## src/rtl/reg_file_sb.sv

```systemverilog
// Two-read / two-write register file with a per-register scoreboard busy bit.
// After reset, a sweep initialises one register per cycle, then the block enters RUN.
module reg_file_sb #(
  parameter int DATA_W    = 32,
  parameter int ADDR_W    = 4,
  parameter int INIT_MODE = 0,
  parameter int ZERO_REG  = 0
) (
  input  logic              clk,
  input  logic              rst,
  input  logic [ADDR_W-1:0] src1,
  input  logic [ADDR_W-1:0] src2,
  output logic [DATA_W-1:0] reg1,
  output logic [DATA_W-1:0] reg2,
  input  logic              wb_en0,
  input  logic              wb_en1,
  input  logic [ADDR_W-1:0] wb_dest0,
  input  logic [ADDR_W-1:0] wb_dest1,
  input  logic [DATA_W-1:0] wb_data0,
  input  logic [DATA_W-1:0] wb_data1,
  input  logic              rsv_en,
  input  logic [ADDR_W-1:0] rsv_dest,
  output logic              busy1,
  output logic              busy2,
  output logic              ready
);

  localparam int DEPTH = 2 ** ADDR_W;
  localparam logic [ADDR_W:0] LAST = (ADDR_W + 1)'(DEPTH - 1);

  typedef enum logic {INIT, RUN} state_t;

  state_t            state_q, state_d;
  logic [ADDR_W:0]   cnt_q, cnt_d;
  logic [DEPTH-1:0]  busy_q, busy_d;
  logic [DATA_W-1:0] mem_q [DEPTH];

  logic run, we0, we1, rv;

  function automatic logic is_zero(input logic [ADDR_W-1:0] a);
    return (ZERO_REG != 0) && (a == '0);
  endfunction

  function automatic logic [DATA_W-1:0] init_val(input logic [ADDR_W-1:0] a);
    return (INIT_MODE == 0) ? DATA_W'(a) : '0;
  endfunction

  // Writes and reservations are only honoured in RUN and never to a hardwired zero register.
  assign run   = (state_q == RUN);
  assign ready = run;
  assign we0   = run & wb_en0 & ~is_zero(wb_dest0);
  assign we1   = run & wb_en1 & ~is_zero(wb_dest1);
  assign rv    = run & rsv_en & ~is_zero(rsv_dest);

  always_comb begin
    state_d = state_q;
    cnt_d   = cnt_q;
    if (state_q == INIT) begin
      cnt_d = cnt_q + 1'b1;
      if (cnt_q == LAST) state_d = RUN;
    end
  end

  // Reservation is applied last so a new producer wins over a completing one.
  always_comb begin
    busy_d = busy_q;
    if (we0) busy_d[wb_dest0] = 1'b0;
    if (we1) busy_d[wb_dest1] = 1'b0;
    if (rv)  busy_d[rsv_dest] = 1'b1;
  end

  always_ff @(posedge clk) begin
    if (rst) begin
      state_q <= INIT;
      cnt_q   <= '0;
      busy_q  <= '0;
    end else begin
      state_q <= state_d;
      cnt_q   <= cnt_d;
      busy_q  <= busy_d;
    end
  end

  // Port 1 is written after port 0 so it wins a same-address collision.
  always_ff @(posedge clk) begin
    if (state_q == INIT) begin
      mem_q[cnt_q[ADDR_W-1:0]] <= init_val(cnt_q[ADDR_W-1:0]);
    end else begin
      if (we0) mem_q[wb_dest0] <= wb_data0;
      if (we1) mem_q[wb_dest1] <= wb_data1;
    end
  end

  always_comb begin
    reg1 = '0;
    if (run && !is_zero(src1)) begin
      if (we1 && wb_dest1 == src1)      reg1 = wb_data1;
      else if (we0 && wb_dest0 == src1) reg1 = wb_data0;
      else                              reg1 = mem_q[src1];
    end
  end

  always_comb begin
    reg2 = '0;
    if (run && !is_zero(src2)) begin
      if (we1 && wb_dest1 == src2)      reg2 = wb_data1;
      else if (we0 && wb_dest0 == src2) reg2 = wb_data0;
      else                              reg2 = mem_q[src2];
    end
  end

  // A producer completing this cycle already satisfies the consumer.
  always_comb begin
    busy1 = run && !is_zero(src1) && busy_q[src1]
            && !(we0 && wb_dest0 == src1) && !(we1 && wb_dest1 == src1);
    busy2 = run && !is_zero(src2) && busy_q[src2]
            && !(we0 && wb_dest0 == src2) && !(we1 && wb_dest1 == src2);
  end

endmodule

```

## config.mk

```make
export PLATFORM = sky130hd
export DESIGN_NAME = reg_file_sb
export DESIGN_NICKNAME = d
export VERILOG_FILES = /design/src/rtl/reg_file_sb.sv
export SDC_FILE = /design/constraint.sdc
export NUM_CORES = 1
export LEC_CHECK = 0
export CAP_MARGIN = 20
export CORE_ASPECT_RATIO = 1.2
export CORE_UTILIZATION = 45
export CTS_CLUSTER_DIAMETER = 30
export DETAILED_ROUTE_END_ITERATION = 16
export DONT_BUFFER_PORTS = 1
export PLACE_DENSITY = 0.6
export SYNTH_ARGS = -nofsm -noshare
export SYNTH_HDL_FRONTEND = slang
export SYNTH_SLANG_ARGS = --single-unit
```

## constraint.sdc

```tcl
create_clock -name clk -period 6.45 [get_ports clk]
set_input_delay 0.645 -clock clk [delete_from_list [all_inputs] [get_ports clk]]
set_output_delay 0.645 -clock clk [all_outputs]
set_load 0.03 [all_outputs]
```

* Yosys cells after proc, flatten, opt, wreduce, memory -nomap -nowiden
Memory sizes are Yosys's and may differ from the RTL's.
Index checks and enable logic that the tools add are counted.
** Word-level totals
- Bits in registers :: 22
- Bits in latches :: 0
- Memory bits (writable) :: 512
- ROM bits :: 0
- Input bits :: 89
- Output and inout port bits :: 67
- Logic and storage cells :: 75
- Memories kept :: 1
** Memories
- mem_q :: depth 16, bits a word 32, rd ports 2, clocked after Yosys merged registers in 0, write ports 2, line 36 : logic [DATA_W-1:0] mem_q [DEPTH];
** Operators by class
- Add/sub/neg operators :: 1
- Multipliers :: 0
- Div/mod/pow operators :: 0
- Magnitude comparators :: 8
- Equality and inequality tests :: 5
- Shifts and indexed selects :: 0
- Mux-type cells :: 31
- Bitwise operators :: 8
- Reduce and logical (&&, ||, !) cells :: 18
** Operators with widths (number)
- 2-to-1 mux 32 bit :: 7
- 2-to-1 mux 16 bit :: 3
- AND 16 bit :: 2
- NOT 16 bit :: 2
- OR reduction 32 bit :: 1
- < comparator 4 x 5 -> 1 bit, second input constant :: 5
- equality test 4 bit :: 4
- OR 16 bit :: 1
- 2-to-1 mux 1 bit :: 15
- logical AND 1 bit :: 13
- demux 1 bit (select 4 bit) :: 3
- >= comparator 4 x 1 -> 1 bit, second input constant :: 3
- binary-select mux 1 bit (select 4 bit) :: 2
- adder 5 x 1 -> 5 bit, second input constant :: 1
- equality test 5 x 4 -> 1 bit, second input constant :: 1
- zero test 1 bit :: 4
- 2-to-1 mux 4 bit :: 1
- AND 1 bit :: 3

* Logic depth before layout (Yosys ltp)
- Word-level depth :: 11
- Mapped depth :: 8
- Mapped depth without buffers :: 6

* Worst setup path after synthesis
OpenSTA, ideal clock, no wires.
- Kind :: input-to-reg
- Start point :: input port wb_en0
- End point :: memory mem_q[12][0], enable pin
- Setup time :: 0.466 ns
- Data arrival time :: 3.780 ns
- Required time :: 5.984 ns
- Path slack :: 2.204 ns
- Stages on the path :: 6
- Buffers on the path :: 2
- Cell sequence :: and2_1 -> buf_2 -> buf_2 -> and3_1 -> a21oi_1 -> o21ai_0
** RTL lines
- start: declaration :: line 15 : input logic wb_en0,
- end: declaration :: line 36

* Worst setup path in the final report
- Start point :: register state_q, in the netlist ready
- End point :: output port reg2[8]
** On the way
- Cells in the longest elaborated chain, start to end :: 5
- Elaborated cells between the ends (all ways) :: 7
- Those cells by class :: 3 x mux; 2 x bitwise; 2 x reduce/logical
** Ends and longest elaborated chain
- start: declaration :: line 33 : state_t state_q, state_d;
- start signal: assignment :: line 78 : state_q <= state_d;
- AND 1 bit :: line 51 : assign we0 = run & wb_en0 & ~is_zero(wb_dest0);
- logical AND 1 bit :: line 107 : else if (we0 && wb_dest0 == src2) reg2 = wb_data0;
- 2-to-1 mux 32 bit :: line 107
- 2-to-1 mux 32 bit :: line 106 : if (we1 && wb_dest1 == src2) reg2 = wb_data1;
- 2-to-1 mux 32 bit (*) :: line 105 : if (run && !is_zero(src2)) begin
- end: declaration :: line 14 : output logic [DATA_W-1:0] reg2,
Mark *: on every way between the ends. The rest lies on a longest branch, timed or not.

==> qor.csv <==
metric;value;unit
cts-stage hold buffer count;0;
run status;finished, final reports clean;
Crit Path Category;reg -> out;
most frequent cells in the layout;nand2_1 (663), o21ai_0 (573), edfxtp_1 (512);
# setup viols final;0;
hpwl dp;73400;um
TritonCTS clock tree;yes;
GRT overflow;0;
number of synthesized flops with an enable pin;512;
fin cells;3926;
P&R area growth vs syn;14.0;%
Final Hold Viols;0;
Arrival @ worst endpoint;4090;ps
Die Wd;246;um
drt first pass iters;6;
power share of the clock group;0.587;
total wire length;123000;um
LEAKAGE;0.0126;uW
post-CTS sizing;0;
die span in y;295;um
Async SR Flop Fraction;0;
port bufs;0;
Starting Density;0.455;
worst path required time;5800;ps
syn_nets;3159;
sw frac;0.217;
Syn Inst Count;3068;
worst-margin pin slew;1440;ps
Rows;107;
DRC viols;0;
sequential share of power;0.362;
worst hold-check path type;in -> reg;
MaxCap Viol Count;0;
setup TNS;0;ps
Total GRT Usage;0.340;
Post-synth top flop;edfxtp_1;
CTS root buf;clkbuf_16;
wire length per cell;31.4;um
synth warn;0;
TritonCTS Buffers;120;
NetSw;2330;uW
Tmin final;4740;ps
Critical Path Max Stage Delay;1200;ps
Antenna Nets Post-Route;0;
initial antenna violation count;2;
final worst slack;1710;ps
Placer Congestion;0.927;
via count;26460;
CORE AREA;0.0710;mm2
number of synthesized register bits;534;
vias per cell;6.74;
cell repeated most along the worst path;buf_4;
global-route wire length before repair;178000;um
Worst VDD drop;0.249;mV
share of layout cells above drive strength 1;0.174;
Syn Area/Cell;10.5;um2
clk_lat worst skew;680;ps
Longest Clk Path Bufs;3;
Peak Freq;211;MHz
largest net degree at the start of global routing;165;
slowest CP cell;a221oi_1;
most common cell after layout, fill and taps aside;nand2_1;
cell internal pwr;8400;uW
Final Max Tran Viols;0;
crit start category;register;
Reg clk slew, reported paths;50;ps
clock skew;16.9;ps
Tot Pwr;10700;uW
nets;2989;
Post-Place Worst Slack;2450;ps
Distinct cells, synth;46;
area of the mapped netlist;0.0323;mm2
RSZ-0062 raised after global routing;no;
vias in the first global route;25882;
CP max FO;84;
crit share post-route;0.735;
Die ar.;0.0728;mm2
Setup Fix Bufs, Post-CTS;0;
register area share after synthesis;0.490;
CTS sink cnt;534;
Slew headroom;0.180;
H-tree levels;3;
CP Capture Type;primary output;
num ports;156;
DR iter-0 viols;3480;
crit-path cells;buf_4 -> nand2_2 -> nor3_4 -> buf_4 -> nor3_1 -> a221oi_1;
Power Dens Cells;292;mW/mm2
placed instance count;3701;
Gate power share;0.051;
[area by class of cell]
cell class	count	area, um2
fill	6161	34200
sequential	534	15800
multi-input combinational	2144	15000
clock buffer	136	3130
tap	926	1160
clock inverter	87	1030
timing repair buffer	60	538
inverter	38	143
antenna	1	2.50
[metal layers]
layer / GRT usage / vias to the layer above / share of wire
li1: - / 11129 / -
met1: 0.441 / 12921 / 0.36
met2: 0.520 / 2041 / 0.45
met3: 0.110 / 369 / 0.15
met4: 0.154 / 0 / 0.045
met5: 0 / - / 0
[flip-flops by register name, summed over array words and instances, names as in the netlist]
register  flops
mem_q       512
busy_q       16
cnt_q         5
ready         1
[critical path: cells and delay by family, from the launching register on]
| kind | cells | cell delay (ps) |
|---|---|---|
| AND/OR/NAND/NOR | 3 | 720 |
| AO/OA/AOI/OAI | 1 | 1200 |
| flip-flops | 1 | 320 |
| buffers and inverters | 2 | 1130 |
[path summary, 6_finish.rpt]
kind                                from            to  slack, ps  cells past startpoint
worst min-delay path                 rst     busy_q[0]         40                      1
worst max register to register     ready  mem_q[7][11]       2430                      6
worst max-delay path               ready       reg2[8]       1710                      6
worst min register to register  cnt_q[4]      cnt_q[4]        490                      2
[power by group through the flow]
stage          combinational [uW]  sequential, uW  clock (uW)
5_1_grt                       563            3890        6470
6_report                      547            3880        6300
3_3_place_gp                  524            3940           0
2_1_floorplan                 503            3940           0
4_1_cts                       531            3880        6300
3_5_place_dp                  529            3940           0
[synthesized netlist by cell type (7+ instances only)]
master,count,area [um2]
mux2i_1,115,1150
dfxtp_1,22,440
mux2_2,18,203
buf_4,23,173
a21oi_1,149,746
a221oi_1,93,815
buf_1,22,82.6
clkbuf_1,196,736
a211oi_1,31,233
nand3_1,28,140
buf_6,22,248
nor2b_1,10,62.6
mux4_2,202,4550
buf_2,88,440
inv_1,36,135
a22oi_1,9,67.6
xnor2_1,14,123
a32oi_1,7,61.3
o21ai_0,589,2950
nor2_1,130,488
nor3_1,40,200
nand2_1,663,2490
edfxtp_1,512,15400
[cell families (layout without fill, tap and decap cells)]
| family | after synthesis | after routing | share of synthesized area |
|---|---|---|---|
| muxes | 335 | 335 | 0.183 |
| other | 0 | 1 | 0 |
| DFF | 534 | 534 | 0.490 |
| and+or+nand+nor | 899 | 899 | 0.111 |
| xor gates and xnor gates | 19 | 19 | 0.00516 |
| buffers and inverters | 390 | 321 | 0.0567 |
| adders and majority gates | 2 | 2 | 0.000775 |
| AOI/OAI and AO/OA | 889 | 889 | 0.153 |
[stage by stage]
stage / utilization / cell area [um2] / hold slack (ps)
floorplan: - / 32300 / 454
global placement: 0.458 / 32500 / 466
detailed placement: 0.459 / 32600 / 489
CTS: 0.518 / 36800 / 18.9
global route: 0.518 / 36800 / 33.3
finish: 0.518 / 36800 / 39.1
Power figures use the tool's default switching activity.
